## config.mk

```make
export PLATFORM = sky130hd
export DESIGN_NAME = vdma_rd_burst_master
export DESIGN_NICKNAME = d
export VERILOG_FILES = /design/src/rtl/vdma_rd_burst_master_pkg.sv /design/src/rtl/vdma_rd_burst_master_split.sv /design/src/rtl/vdma_rd_burst_master.sv
export SDC_FILE = /design/constraint.sdc
export NUM_CORES = 1
export LEC_CHECK = 0
export BUFFER_PORTS_ARGS = -buffer_cell sky130_fd_sc_hd__buf_2
export CAP_MARGIN = 10
export CORE_AREA = 4 4 238 240
export CTS_CLUSTER_DIAMETER = 60
export DETAILED_ROUTE_END_ITERATION = 10
export DIE_AREA = 0 0 242 244
export PLACE_DENSITY_LB_ADDON = 0.05
export SETUP_SLACK_MARGIN = 0.2
export SLEW_MARGIN = 10
export SYNTH_ARGS = -nofsm -noshare
export SYNTH_HDL_FRONTEND = slang
export SYNTH_SLANG_ARGS = --single-unit
```

## constraint.sdc

```tcl
create_clock -name clock -period 5.6 [get_ports clock]
set_clock_uncertainty 0.05 [all_clocks]
set_input_delay 0.56 -clock clock [delete_from_list [all_inputs] [get_ports clock]]
set_output_delay 0.56 -clock clock [all_outputs]
set_load 0.01 [all_outputs]
```

## src/rtl/vdma_rd_burst_master_pkg.sv

```systemverilog
// Shared types and AXI constants for the VDMA read burst master.
package vdma_rd_burst_master_pkg;

  typedef enum logic [2:0] {
    IDLE     = 3'd0,
    AR_ISSUE = 3'd1,
    R_WAIT   = 3'd2,
    FIN      = 3'd3,
    DRAIN    = 3'd4
  } RD_MST_STATE;

  localparam logic [1:0] AXI_BURST_INCR = 2'b01;
  localparam logic [1:0] AXI_RESP_OKAY  = 2'b00;
  localparam int         AXI_4K         = 4096;

endpackage

```

## src/rtl/vdma_rd_burst_master_split.sv

```systemverilog
// Next sub-burst length: smallest of remaining beats, the burst cap and
// the beats left before the current 4 KB page ends.
module rd_burst_split
  import vdma_rd_burst_master_pkg::*;
#(
  parameter int DATA_W    = 256,
  parameter int LSIZE     = 9,
  parameter int MAX_BEATS = 256
) (
  input  logic [11:0]      ptr_lo,
  input  logic [LSIZE-1:0] rem,
  output logic [8:0]       beats
);

  localparam int BSH = $clog2(DATA_W / 8);
  localparam int CW  = (LSIZE > 14) ? LSIZE : 14;

  function automatic logic [CW-1:0] clamp_min(input logic [CW-1:0] a, input logic [CW-1:0] b);
    return (a < b) ? a : b;
  endfunction

  logic [CW-1:0] to_4k;
  logic [CW-1:0] cap;

  // Page headroom in beats, then clamp by remaining length and burst cap
  always_comb begin
    to_4k = (CW'(AXI_4K) - CW'(ptr_lo)) >> BSH;
    cap   = clamp_min(clamp_min(CW'(rem), CW'(MAX_BEATS)), to_4k);
    beats = 9'(cap);
  end

endmodule

```

## src/rtl/vdma_rd_burst_master.sv

```systemverilog
// AXI4 read burst master feeding the VDMA read FIFO. Serves one request at a
// time, split into INCR bursts that never cross 4 KB, one AR outstanding.
module vdma_rd_burst_master
  import vdma_rd_burst_master_pkg::*;
#(
  parameter int ADDR_W    = 32,
  parameter int DATA_W    = 256,
  parameter int ID_W      = 4,
  parameter int ARID_VAL  = 0,
  parameter int LSIZE     = 9,
  parameter int MAX_BEATS = 256
) (
  input  logic              clock,
  input  logic              rst_n,
  input  logic              fsync,
  input  logic [ADDR_W-1:0] base_addr,
  input  logic              burst_req,
  input  logic              tail_req,
  input  logic [LSIZE-1:0]  req_len,
  output logic              resp,
  output logic              done,
  output logic              arvalid,
  input  logic              arready,
  output logic [ADDR_W-1:0] araddr,
  output logic [7:0]        arlen,
  output logic [2:0]        arsize,
  output logic [1:0]        arburst,
  output logic [ID_W-1:0]   arid,
  input  logic              rvalid,
  output logic              rready,
  input  logic [DATA_W-1:0] rdata,
  input  logic [1:0]        rresp,
  input  logic              rlast,
  output logic              fifo_wr_en,
  output logic [DATA_W-1:0] fifo_wr_data,
  output logic              rd_err
);

  localparam int BSH = $clog2(DATA_W / 8);

  RD_MST_STATE       state, state_nxt;
  logic [ADDR_W-1:0] ptr;
  logic [LSIZE-1:0]  rem;
  logic [LSIZE-1:0]  rem_after;
  logic [8:0]        beats;
  logic [8:0]        beats_q;
  logic [8:0]        cnt;
  logic              abort_q;
  logic              accept;
  logic              beat;
  logic              cnt_last;
  logic              final_beat;
  logic              vld_p1;
  logic              err_p1;
  logic [DATA_W-1:0] data_p1;

  assign arsize  = 3'(BSH);
  assign arburst = AXI_BURST_INCR;
  assign arid    = ID_W'(ARID_VAL);

  assign accept     = (state == IDLE) && (burst_req || tail_req) && !fsync;
  assign beat       = rvalid && rready;
  assign cnt_last   = (cnt == 9'd1);
  assign final_beat = (state == R_WAIT) && beat && cnt_last;
  assign rem_after  = rem - LSIZE'(beats_q);

  rd_burst_split #(
    .DATA_W    (DATA_W),
    .LSIZE     (LSIZE),
    .MAX_BEATS (MAX_BEATS)
  ) u_split (
    .ptr_lo (ptr[11:0]),
    .rem    (rem),
    .beats  (beats)
  );

  // State register
  always_ff @(posedge clock) begin
    if (!rst_n) state <= IDLE;
    else        state <= state_nxt;
  end

  // Next-state logic; fsync aborts, but a pending AR must still complete
  always_comb begin
    state_nxt = state;
    case (state)
      IDLE: begin
        if (accept) state_nxt = (req_len == '0) ? FIN : AR_ISSUE;
      end
      AR_ISSUE: begin
        if (!arvalid) begin
          if (fsync) state_nxt = IDLE;
        end else if (arready) begin
          state_nxt = (fsync || abort_q) ? DRAIN : R_WAIT;
        end
      end
      R_WAIT: begin
        if (fsync)           state_nxt = (beat && cnt_last) ? IDLE : DRAIN;
        else if (final_beat) state_nxt = (rem_after != '0) ? AR_ISSUE : FIN;
      end
      FIN:     state_nxt = IDLE;
      DRAIN: begin
        if (beat && cnt_last) state_nxt = IDLE;
      end
      default: state_nxt = IDLE;
    endcase
  end

  // Pointer, remaining length, AR channel registers and beat counter
  always_ff @(posedge clock) begin
    if (!rst_n) begin
      ptr     <= '0;
      rem     <= '0;
      cnt     <= '0;
      beats_q <= '0;
      abort_q <= 1'b0;
      arvalid <= 1'b0;
      araddr  <= '0;
      arlen   <= '0;
      resp    <= 1'b0;
      done    <= 1'b0;
      rready  <= 1'b0;
    end else begin
      rready <= 1'b1;
      resp   <= accept;
      done   <= (state == FIN);

      if (fsync)           ptr <= base_addr;
      else if (final_beat) ptr <= ptr + (ADDR_W'(beats_q) << BSH);

      if (accept)          rem <= req_len;
      else if (final_beat) rem <= rem_after;

      if (state == AR_ISSUE) begin
        if (!arvalid) begin
          if (!fsync) begin
            arvalid <= 1'b1;
            araddr  <= ptr;
            arlen   <= 8'(beats - 9'd1);
            beats_q <= beats;
          end
        end else if (arready) begin
          arvalid <= 1'b0;
          abort_q <= 1'b0;
          cnt     <= beats_q;
        end else if (fsync) begin
          abort_q <= 1'b1;
        end
      end

      if ((state == R_WAIT || state == DRAIN) && beat && cnt != '0)
        cnt <= cnt - 9'd1;
    end
  end

  // Stage p1: registered FIFO write and error flag, aligned with each beat
  always_ff @(posedge clock) begin
    if (!rst_n) begin
      vld_p1  <= 1'b0;
      err_p1  <= 1'b0;
      data_p1 <= '0;
    end else begin
      vld_p1  <= beat && (state != DRAIN);
      err_p1  <= beat && ((rresp != AXI_RESP_OKAY) ||
                 ((state == R_WAIT || state == DRAIN) && (rlast != cnt_last)));
      data_p1 <= rdata;
    end
  end

  assign fifo_wr_en   = vld_p1;
  assign fifo_wr_data = data_p1;
  assign rd_err       = err_p1;

endmodule

```

==> results by stage, run 1 <==
Outcome:
- The run finished with clean final reports.

STA:
- Setup repair after global routing left no endpoint under its margin.
- The post-layout minimum cycle time is about 4.6 ns.
- Setup violations remaining at the end of the flow were counted as 0.
- Adding up every negative setup slack in the final design gives 0 ns.
- After layout, the worst path uses 82.7% of the clock period.
- The final max-slew violation count is 0.
- Hold timing on the final database bottoms out at a slack of 0.138 ns.
- The actual transition at the worst max-transition pin is between 1 and 1.5 ns.
- The fmax is about 220 MHz.
- The hold violation total from the final report is 0.
- The worst pin sits at a relative slew slack of 25.4%.

Pwr:
- Of the total power, combinational logic draws a little under an eighth.
- The static leakage is around 8.5 nW.
- In this run the power spent charging and discharging nets is roughly 0.0017 W.
- The share of total power in sequential cells is between 40% and 50%.
- Of the total power, the share spent switching nets is ~25%.
- The clock network accounts for between 40% and 50% of the total power.
- Internal power comes to roughly 0.005 W.
- The total power draw is about 0.0067 W.
- In this run the power density over the cells is around 370 nW/um2.
- The peak supply drop is 0.227 mV.

Synth:
- By area the synthesized netlist is led by dfxtp_1 56%, and2_1 13%, a21oi_1 3.2%, nand2_1 3.0%, ha_1 2.6%.
- The share of the yosys chip area belonging to registers is a little under three fifths.
- In this run the mean area of a mapped cell was ~10 um2.
- The synthesized netlist occupies a cell area of around 13000 um2.
- In this run, distinct cell masters in the synthesized netlist total 74.
- Sorting the synthesized cells by how often they occur yields 365 x dfxtp_1, 261 x and2_1, 104 x nand2_1.
- The most area-hungry cell type in the Yosys netlist is dfxtp_1.
- The number of warning messages in the yosys log is 0.
- The async set-reset flop share out of synthesis is 0%.
- The synthesized design contains 0 enable-type register cells.
- After synthesis the netlist holds a flip-flop and latch count of around 370.
- The share of synthesized area in the top cell type comes to 56.5%.
- In the synthesized netlist the dominant register cell turns out to be dfxtp_1.
- The synthesized netlist cell count is ~1300.
- The leading cell type by number of instances after synthesis is dfxtp_1.

GRT:
- The total global routing track utilization is between 15 and 20%.
- Global routing finished with a remaining overflow of 0.
- The layer flagged by global routing as most heavily used is met2.
- The number of global-route vias before repair is 11000.
- For met1 alone, demand over resource in global routing was 20.3%.
- Global routing consumed, on the met2 layer, just under 30% of the routing resources.
- The first-pass GRT wire length is 76300 um.
- The maximum number of pins on one net before global-route repair is ~110.
- Global routing used 6.45% of the available met3 tracks.
- The number of antenna violations at the first check in global routing is 21.

Setup path:
- The worst setup path is captured at a flip-flop.
- The signal on the critical path passes through nor4_2 -> nand2_1 -> or3_1 -> xor2_1 -> inv_1 -> ha_1 -> and3_1 -> o311a_1 -> o21a_1 -> mux2i_1 -> ha_1 -> inv_1 -> or3_1 -> a221oi_1 -> a31o_2 -> a21oi_1.
- Data arrives at the worst endpoint at roughly 5.0 ns.
- The standard cell with the maximum stage delay on the critical path is o21a_1.
- The worst endpoint required time is 5.98 ns.
- The startpoint type of the worst setup path is a flip-flop.
- The largest driver fanout on the critical path is 17.
- By startpoint and endpoint, the worst setup path is classified as flip-flop to flip-flop.
- The largest single stage delay on the critical path is 0.64 ns.

Min path:
- The tightest min-delay check is of the input pin to flip-flop type.

Place:
- The final RePlAce weighted congestion is about 0.82.
- The HPWL after detailed placement is roughly 40000 um.
- In this run the tool buffered the top-level ports with ~610 buffer cells.

Final layout:
- The share of layout cells above drive strength 1 is 36.8%.
- The number of filler cells placed in the layout is 5809.
- The net count of the finished layout is 2233.
- Relative to the synthesized area, the layout overhead comes to 40.7%.
- Measured on the finished design, the core utilization comes to between 30% and 40%.

Detailed routing:
- The number of antenna-violating nets in the routed design is 0.
- The ratio of routed vias to standard cells is 4.28.
- The post-route DRC violation count is 0.
- The routed design has around 53000 um of wire.
- The number of DRC markers in iteration 0 is 518.
- The routed layout has 11300 vias.
- The first detailed-routing pass ran for 5 iterations.
- Dividing the detail-routed wire length by the instance count gives ~20 um.

CTS:
- The CTS clock-pin slew for the worst setup and hold paths is roughly 0.06 ns.
- The count of H-tree levels built during CTS is 2.
- After clock tree synthesis, the repair step resized 0 gates.
- The longest clock path from root to sink contains 3 buffers.
- TritonCTS built the clock tree.
- The buffer type at the clock tree root is clkbuf_16.
- The number of CTS-inserted buffers is 47.
- Hold repair after CTS inserted 0 buffers.
- The number of setup buffers added after CTS is 0.
- The clock sink count is roughly 370.
- The later pin in the worst-skew pair is clocked with a latency of 0.58 ns.

Floorplanning:
- After floorplanning, the core was sized to cover 54700 um2.
- For this design the top-level I/O count stands at 618.
- The die covers approximately 59000 um2.
- The initialized floorplan defines 86 standard-cell rows.
- The effective utilization at floorplan is approximately a quarter.
- The die is 244 um tall.
- The overall die width is roughly 240 um.

Job:
- Max-cap violations in this run came to 0.
[area by class of cell]
type | count | area (um2) | share of cell area (%)
flip-flops and latches | 365 | 7310 | 40.1
clock inverters | 19 | 256 | 1.41
repair buffers | 615 | 3100 | 17.0
inverters | 24 | 90.1 | 0.495
clock buffers | 63 | 1340 | 7.34
well taps | 704 | 881 | 4.84
multi-input cells | 844 | 5210 | 28.6
diodes | 7 | 17.5 | 0.0962
[worst max-delay path: cells and delay by family, from the launching register on]
family	cells	cell delay, ns
muxes	1	0.36
AOI/OAI and AO/OA	5	1.29
and+or+nand+nor	5	1.36
buffers and inverters	2	0.20
xor gates and xnor gates	1	0.25
DFF	1	0.40
adders and majority gates	2	0.56
[layout by cell type (no fill, tap or decap), types with 12 or more instances in the layout]
| cell type | n |
|---|---|
| buf_2 | 607 |
| dfxtp_1 | 365 |
| nand3_1 | 20 |
| o21ai_0 | 49 |
| nor3_1 | 18 |
| mux2i_1 | 12 |
| inv_1 | 23 |
| and2_1 | 261 |
| xor2_1 | 20 |
| clkbuf_16 | 47 |
| nand2_1 | 104 |
| a21oi_1 | 83 |
| ha_1 | 27 |
| a211oi_1 | 15 |
| xnor2_1 | 14 |
| nor2_1 | 59 |
[registers in the layout, summed over array words and instances (netlist names)]
| signal | count |
|---|---|
| abort_q | 1 |
| araddr | 32 |
| arlen | 8 |
| arvalid | 1 |
| beats_q | 9 |
| cnt | 9 |
| done | 1 |
| fifo_wr_data | 256 |
| fifo_wr_en | 1 |
| ptr | 32 |
| rd_err | 1 |
| rem | 9 |
| resp | 1 |
| rready | 1 |
| state | 3 |
[final timing paths]
check,slack [ns],start,cells after the start,end
worst min register to register,0.40,araddr[26],2,araddr[26]
worst min-delay path,0.14,rdata[238],2,fifo_wr_data[238]
worst max register to register,0.97,ptr[6],16,arlen[4]
worst max-delay path,0.97,ptr[6],16,arlen[4]
[per-stage QoR]
stage                     worst slack (ns)  cell area [um2]  cells
after CTS                             1.02            18200   2634
final                                0.967            18200   2641
after detailed placement              1.03            16600   2552
after global routing                 0.545            18200   2635
after floorplan                       1.54            13000   1316
after global placement                1.02            16600   2552
[power by group through the flow]
| stage | clock network, W | registers, W | logic (W) |
|---|---|---|---|
| 3_5_place_dp | 0 | 0.00287 | 0.000778 |
| 5_1_grt | 0.00333 | 0.00283 | 0.000854 |
| 4_1_cts | 0.00321 | 0.00282 | 0.000780 |
| 6_report | 0.00310 | 0.00282 | 0.000764 |
| 2_1_floorplan | 0 | 0.00291 | 0.000384 |
| 3_3_place_gp | 0 | 0.00287 | 0.000782 |
[cells by family after synthesis]
group | after synthesis | synth area share, %
and+or+nand+nor | 533 | 22.8
DFF | 365 | 56.5
AOI/OAI and AO/OA | 225 | 10.8
buffers and inverters | 107 | 3.53
xor gates and xnor gates | 34 | 2.30
adders and majority gates | 29 | 2.92
muxes | 14 | 1.10
other | 2 | 0.0580
[routing by layer]
layer / up-vias / share of wire, %
li1: 5578 / -
met1: 5222 / 41
met2: 411 / 48
met3: 89 / 8.3
met4: 14 / 2.0
met5: - / 0.17
No activity file was read; power rests on OpenSTA's default activity.
==> inputs of run 2 (changes only) <==
--- a/config.mk
+++ b/config.mk
@@ -7,10 +7,10 @@
 export LEC_CHECK = 0
 export BUFFER_PORTS_ARGS = -buffer_cell sky130_fd_sc_hd__buf_2
 export CAP_MARGIN = 10
-export CORE_AREA = 4 4 238 240
+export CORE_AREA = 4 4 241 243
 export CTS_CLUSTER_DIAMETER = 60
 export DETAILED_ROUTE_END_ITERATION = 10
-export DIE_AREA = 0 0 242 244
+export DIE_AREA = 0 0 245 247
 export PLACE_DENSITY_LB_ADDON = 0.05
 export SETUP_SLACK_MARGIN = 0.2
 export SLEW_MARGIN = 10
==> constraint.sdc (replaced) <==
create_clock -name clock -period 4 [get_ports clock]
set_clock_uncertainty 0.05 [all_clocks]
set_input_delay 0.4 -clock clock [delete_from_list [all_inputs] [get_ports clock]]
set_output_delay 0.4 -clock clock [all_outputs]
set_load 0.01 [all_outputs]
==> run 2 against run 1 <==
Against the previous run: maximum frequency up 24%; non-clock buffer count is 286 higher; clock-buffer cell count is 5 higher; global-route usage grew 0.56 points; via count rose by 9.5%; sequential share of layout area fell by 5.7 points; power is 45% higher; register-to-register slack worse by 0.69 ns; largest cell class unchanged; clock power is 40% higher; combinational power grew 82%; critical endpoint unchanged.
==> results by stage, run 2 (synthesis gave the netlist of run 1 again) <==
Outcome:
- The flow ran to the end, and the final reports show no timing, DRC or antenna violations.

Floorplanning:
- The die height is ~250 um.
- The top-level I/O count is approximately 620.
- The number of core rows is between 80 and 90.
- Measured along the x axis, the die boundary spans between 200 and 250 um.
- The effective utilization at floorplan is between 20% and 30%.
- The die area is 60500 um2.
- The core region is 56000 um2.

Final layout:
- The share of layout cells above drive strength 1 is roughly a third.
- The area growth from synthesis to layout is 63.8%.
- The count of placed standard cells in the final layout, fillers left out is approximately 3000.
- Leaving out fill and tap cells, the most frequent cell in the layout is buf_2.
- The flip-flop count of the largest register after layout is approximately 260.
- Leaving out fill and tap cells, the most frequent cells in the layout are 607 x buf_2, 362 x dfxtp_1, 261 x and2_1.
- The number of nets at the end of the flow is 2520.

STA:
- The relative slew slack is roughly 34%.
- The hold violation total from the final report was 0.
- The worst hold margin is ~0.04 ns.
- Subtracting the final worst setup slack from the clock period gives ~3.7 ns.
- The worst-case setup margin in the final layout is 0.272 ns.
- Setup violations remaining at the end of the flow were counted as 0.
- For the pin with the worst max-slew slack, the measured transition is between 0.9 and 1 ns.
- Static timing analysis puts the maximum clock frequency at around 270 MHz.
- The final-layout setup total negative slack is 0 ns.
- Setup repair after global routing could not meet its margin everywhere.
- The post-route clock period utilization is roughly 93%.
- The final max-slew violation count is 0.

GRT:
- The number of antenna violations at the first check in global routing is 17.
- The first global-routing pass estimated between 80000 and 90000 um of wire.
- The total global routing track utilization is approximately 18%.
- The number of global-route vias before repair is about 13000.
- The maximum number of pins on one net before global-route repair is 99.
- Summed over all layers, the global routing overflow is 0.

Setup path:
- Across all register-to-register paths, the minimum setup slack is around 0.27 ns.
- The path type of the worst setup path is flip-flop to flip-flop.
- STA puts the critical path data required time at 4.38 ns.
- The capture point of the worst reg-to-reg path is arlen[4].
- The cell count of the worst reg-to-reg path is 16.
- STA classifies the critical path endpoint as a flip-flop.
- The startpoint identified for the worst register-to-register timing path is ptr[6].
- In this run the worst path has a maximum fanout of 5.
- STA puts the critical path data arrival time at around 4.1 ns.
- The startpoint type of the worst setup path is a flip-flop.

CTS:
- The clock tree from TritonCTS is done.
- The clock network latency to the later pin of the worst-skew pair is about 0.57 ns.
- Clock tree synthesis found a total of 365 sinks.
- The H-tree was split into 2 levels.
- The CTS clock-pin slew for the worst setup and hold paths is approximately 0.06 ns.
- The number of CTS-inserted buffers is 48.
- The tree is rooted in a clkbuf_16.
- Counting along the longest clock path gives a buffer depth of 3.

Pwr:
- The power density over the cells is 456 nW/um2.
- In this run the static leakage power is about 9.7 nW.
- IR analysis of the VDD net gives a maximum drop of about 0.31 mV.

Detailed routing:
- The number of antenna-violating nets in the routed design is 0.
- The aggregate routed wire length is between 50000 and 60000 um.
- In this run, the number of DRC markers left after iteration 0 of detailed routing was 447.
- For this run, design rule violations remaining after detail routing come to 0.
- The ratio of routed vias to standard cells is just over 4.
- The average detailed-routed wire length per instance is roughly 19 um.
- The first TritonRoute pass finished after 4 iterations.
- The detailed router placed 12400 vias in this run.

Min path:
- The path class of the tightest hold or removal check is input pin to flip-flop.
- The startpoint identified for the worst hold timing path is base_addr[1].
- The endpoint with the worst hold slack is ptr[1].
- The cell depth of the worst hold path is 3.

Place:
- OpenSTA, run right after detailed placement, puts the worst setup slack at ~0.19 ns.
- The final RePlAce weighted congestion is between 0.8 and 0.9.
- The number of buffers inserted by port buffering is just over 600.
- After legalization and detailed placement, the total HPWL measured 42400 um.
- The total placed cells including tap cells is around 2600.

Job:
- The count of maximum capacitance violations is 0.
-- run 2: worst max path at each step --
stage | from | endpoint | slack (ns) | cells after the start
detailed placement | ptr[5] | arlen[4] | 0.19 | 16
CTS | ptr[5] | arlen[4] | 0.20 | 16
global route | ptr[2] | arlen[4] | 0.08 | 16
global placement | ptr[5] | arlen[4] | 0.15 | 17
finish | ptr[6] | arlen[4] | 0.27 | 16
floorplan | ptr[5] | arlen[4] | 0.07 | 18
-- run 2: what timing repair did --
| item | 4_1_cts | 5_1_grt |
|---|---|---|
| hold buffers | 259 | 0 |
| buffers inserted | 1 | 7 |
| resized for setup | 1 | 13 |
| pin swaps | 1 | 11 |
| endpoints found under the hold margin | 259 | 0 |
| setup endpoints to repair | 1 | 2 |
-- run 2: routing by layer --
layer	vias up	global-route usage, %	part of all wire, %
li1	6148	-	-
met1	5717	20.9	41
met2	398	30.0	48
met3	112	5.99	7.6
met4	18	5.19	2.6
met5	-	0	0.21
-- run 2: per-stage QoR --
stage	utilization, %	cell area [um2]	total power, W
2_1_floorplan	-	13000	0.00462
3_3_place_gp	30.1	16800	0.00516
3_5_place_dp	30.1	16800	0.00515
4_1_cts	37.6	21100	0.00980
5_1_grt	37.9	21200	0.0101
6_report	37.9	21200	0.00967
-- run 2: area by class of cell --
class | count | area, um2
antenna | 8 | 20.0
clock buffer | 68 | 1420
clock inverter | 22 | 209
fill | 5838 | 34800
inverter | 24 | 92.6
multi-input combinational | 844 | 5300
sequential | 365 | 7310
tap | 756 | 946
timing repair buffer | 901 | 5900
-- run 2: power breakdown --
group	internal (W)	switching, W
sequential	0.00383	0.000101
combinational	0.000697	0.000693
clock	0.00262	0.00173
total	0.00715	0.00252
-- run 2: critical path: stages, from the launching register on --
cell and delay, ns:
dfxtp_2 0.33, nor4_4 0.30, nand2_1 0.11, or3_4 0.42, xor2_2 0.19, inv_2 0.06
ha_4 0.21, and3_4 0.15, a221o_1 0.30, o21a_2 0.25, mux2i_2 0.22, ha_2 0.24
inv_4 0.05, or3_4 0.32, a221oi_2 0.21, a31o_2 0.13, a21oi_1 0.05
==> inputs of run 3 (changes only) <==
--- a/config.mk
+++ b/config.mk
@@ -7,10 +7,10 @@
 export LEC_CHECK = 0
 export BUFFER_PORTS_ARGS = -buffer_cell sky130_fd_sc_hd__buf_2
 export CAP_MARGIN = 10
-export CORE_AREA = 4 4 241 243
+export CORE_AREA = 2 2 240 242
 export CTS_CLUSTER_DIAMETER = 60
 export DETAILED_ROUTE_END_ITERATION = 10
-export DIE_AREA = 0 0 245 247
+export DIE_AREA = 0 0 242 244
 export PLACE_DENSITY_LB_ADDON = 0.05
 export SETUP_SLACK_MARGIN = 0.2
 export SLEW_MARGIN = 10
==> constraint.sdc (replaced) <==
create_clock -name clock -period 4.45 [get_ports clock]
set_clock_uncertainty 0.05 [all_clocks]
set_input_delay 0.445 -clock clock [delete_from_list [all_inputs] [get_ports clock]]
set_output_delay 0.445 -clock clock [all_outputs]
set_load 0.01 [all_outputs]
==> run 3 against run 2 <==
Against the previous run: register-to-register slack improved by 0.22 ns; final area fell by 2.0%; clock-buffer cell count fell by 5; critical path depth rose by 1; flip-flop and latch count did not move; sequential power fell by 9.9%; sequential share of layout area rose by 0.67 points; combinational power fell by 15%; maximum frequency fell by 5.9%; clock power fell by 14%; cell count fell by 1.1%; highest routed layer unchanged.
==> results by stage, run 3 (synthesis gave the netlist of run 1 again) <==
Outcome:
- The run finished with clean final reports.

CTS:
- The cell sitting at the root of the clock tree is a clkbuf_16.
- Counting the buffers created by CTS gives 48.
- The count of H-tree levels built during CTS is 2.
- The clock sink count is approximately 370.
- No sink is reached through more buffers than the 3 on the longest clock path.
- TritonCTS built the clock tree.
- After clock tree synthesis, the clock-pin slew on the worst setup and hold paths is 0.06 ns.
- Clock latency on the worst-skew pair, taken at its later pin, is approximately 0.6 ns.

Setup path:
- The worst register-to-register path begins at ptr[5].
- The critical path goes through nor4_4 -> nand2_1 -> or3_1 -> xor2_2 -> inv_1 -> ha_1 -> nor4_1 -> nand2_1 -> a221o_1 -> o21a_1 -> mux2_2 -> ha_2 -> inv_1 -> or3_1 -> a221oi_1 -> a31o_2 -> a21oi_1.
- The worst endpoint required time is between 4 and 5 ns.
- Along the worst path, the maximum fanout reaches 5.
- STA puts the critical path data arrival time at 4.35 ns.
- Among cell families on the critical path, the largest total delay comes from simple AND/OR/NAND/NOR gates.
- The buffer and inverter count on the worst path is 2.
- In this design, the stage delay of the slowest critical-path cell is between 0.3 and 0.4 ns.
- The worst register-to-register path has a depth of 17.
- The worst register-to-register path ends at arlen[4].
- The startpoint type of the worst setup path is a flip-flop.
- The type of element capturing the critical path is a flip-flop.
- The slowest stage of the critical path is the or3_1 cell.
- The path type of the worst setup path is flip-flop to flip-flop.
- The internal reg-to-reg setup slack is between 0.4 and 0.5 ns.

Floorplanning:
- The floorplan step defined a core boundary enclosing ~56000 um2.
- During I/O placement, the number of pins put on the boundary was ~620.
- The overall die width is between 200 and 250 um.
- The die area is 59000 um2.
- The number of core rows is 87.
- The effective utilization at floorplan is between 20% and 30%.
- From bottom edge to top edge, the die measures approximately 240 um.

Detailed routing:
- The aggregate routed wire length is roughly 55000 um.
- Dividing the detail-routed wire length by the instance count gives ~19 um.
- After detailed routing, the number of vias per cell comes to 4.15.
- The number of DRC markers in iteration 0 is 400.
- The post-route DRC violation count is 0.
- The detail route stage leaves a number of antenna-violating nets equal to 0.
- The number of detailed-route iterations in the first pass is 4.
- The count of vias placed by the detailed router is 12300.

Min path:
- The tightest min-delay check is of the input pin to flip-flop type.
- The beginning of the worst hold path is rdata[118].
- Along the worst hold path, the cell count comes to 2.
- The endpoint with the worst hold slack is fifo_wr_data[118].

STA:
- The worst hold margin is 0.0361 ns.
- Headroom to the max-slew limit came out at about 29%.
- The final setup violation count is 0.
- Subtracting the final worst setup slack from the clock period gives 3.96 ns.
- The post-route clock period utilization is about nine tenths.
- Setup repair after global routing left no endpoint under its margin.
- The fmax is 253 MHz.
- After routing, the total negative slack on setup checks comes to 0 ns.
- The actual transition at the worst max-transition pin is ~1.1 ns.
- The hold violation total from the final report is 0.
- The final max-slew violation count was 0.

GRT:
- The number of antenna violations at the first check in global routing is 20.
- The first-pass GRT wire length is around 81000 um.
- The maximum number of pins on one net before global-route repair is between 100 and 150.
- The number of global-route vias before repair is roughly 12000.
- The total global routing track utilization is 17.9%.
- Summed over all layers, the global routing overflow is 0.

Place:
- The final RePlAce weighted congestion is 0.838.
- Buffers placed on the I/O ports in this run total roughly 610.
- Summing all placed instances gives a cell area of between 15000 and 20000 um2.
- Detailed placement ended at an HPWL of just over 40000 um.

Final layout:
- Relative to the synthesized area, the layout overhead comes to 60.6%.
- The multi-input combinational cell area is ~5200 um2.
- At the end of the flow the core is filled with cells to between 30% and 40%.
- The top cell types in the final layout, fill and taps aside, are 607 x buf_2, 365 x dfxtp_1, 261 x and2_1.
- In the final layout, flip-flops and latches occupy 7310 um2.
- The number of filler cells placed in the layout is a little under 6000.
- The most common cell after layout, fill and taps aside is buf_2.
- The share of layout cells above drive strength 1 is 32.8%.
- The number of nets at the end of the flow is between 2000 and 2500.
- The finished layout cell area is 20800 um2.
- The register with the most flip-flops in the layout has around 260 of them.

Pwr:
- Summed over all cells, the static leakage comes to 9.53 nW.
- The power density over the cells is roughly 410 nW/um2.
- The total power draw is 0.00844 W.
- The peak supply drop is 0.242 mV.

Job:
- The count of maximum capacitance violations is 0.
-- run 3: cell types whose count changed in the layout (fill, tap and decap cells not counted), moves of 2 or more --
cell and delta:
clkinvlp_4 -2, or3_1 +3, dlygate4sd3_1 -9, clkbuf_1 +3, inv_1 +2, clkbuf_16 -2
clkinv_4 -2, dfxtp_1 +3, clkbuf_8 -6, inv_6 +3, or3_4 -2, buf_4 -17
dfxtp_2 -3
-- run 3: timing repair --
item,CTS,global route
hold endpoints to repair,250,0
setup buffers,0,1
setup endpoints to repair,0,2
hold buffers,250,0
resized for setup,0,4
-- run 3: power breakdown --
part	total, W	internal [W]	leakage, nW	switching, W
clock	0.00372	0.00218	0.733	0.00154
sequential	0.00354	0.00345	3.02	0.0000971
combinational	0.00118	0.000584	5.78	0.000595
-- run 3: layout make-up --
cell class,count,area share [%]
diodes,8,0.0963
clock buffers,63,6.24
clock inverters,20,0.993
inverters,24,0.433
multi-input cells,844,25.2
flip-flops and latches,365,35.2
well taps,756,4.55
repair buffers,875,27.3
-- run 3: how the worst max path moves through the flow --
stage,start,end,slack (ns),cells after the start
5_1_grt,ptr[2],arlen[4],0.17,17
6_report,ptr[5],arlen[4],0.49,17
3_3_place_gp,ptr[5],arlen[4],0.30,17
3_5_place_dp,ptr[5],arlen[4],0.34,17
2_1_floorplan,ptr[6],arlen[4],0.39,19
4_1_cts,ptr[5],arlen[4],0.33,17
-- run 3: worst register-to-register path, stage by stage, from the launching register on --
cell      delay (ns)
dfxtp_1         0.33
nor4_4          0.31
nand2_1         0.11
or3_1           0.38
xor2_2          0.20
inv_1           0.06
ha_1            0.18
nor4_1          0.26
nand2_1         0.09
a221o_1         0.29
o21a_1          0.26
mux2_2          0.27
ha_2            0.20
inv_1           0.10
or3_1           0.31
a221oi_1        0.24
a31o_2          0.14
a21oi_1         0.06
-- run 3: stage by stage --
stage,instances,setup slack (ns)
after global placement,2613,0.300
after global routing,2952,0.175
final,2955,0.491
after CTS,2946,0.327
after detailed placement,2613,0.336
after floorplan,1316,0.386
-- run 3: layer usage --
layer / wire length, um / vias to the layer above / track usage, %
met5: 149 / - / 0
met4: 1430 / 22 / 5.36
met3: 4010 / 99 / 6.06
met2: 26000 / 403 / 29.8
met1: 23400 / 5670 / 21.8
li1: - / 6081 / -
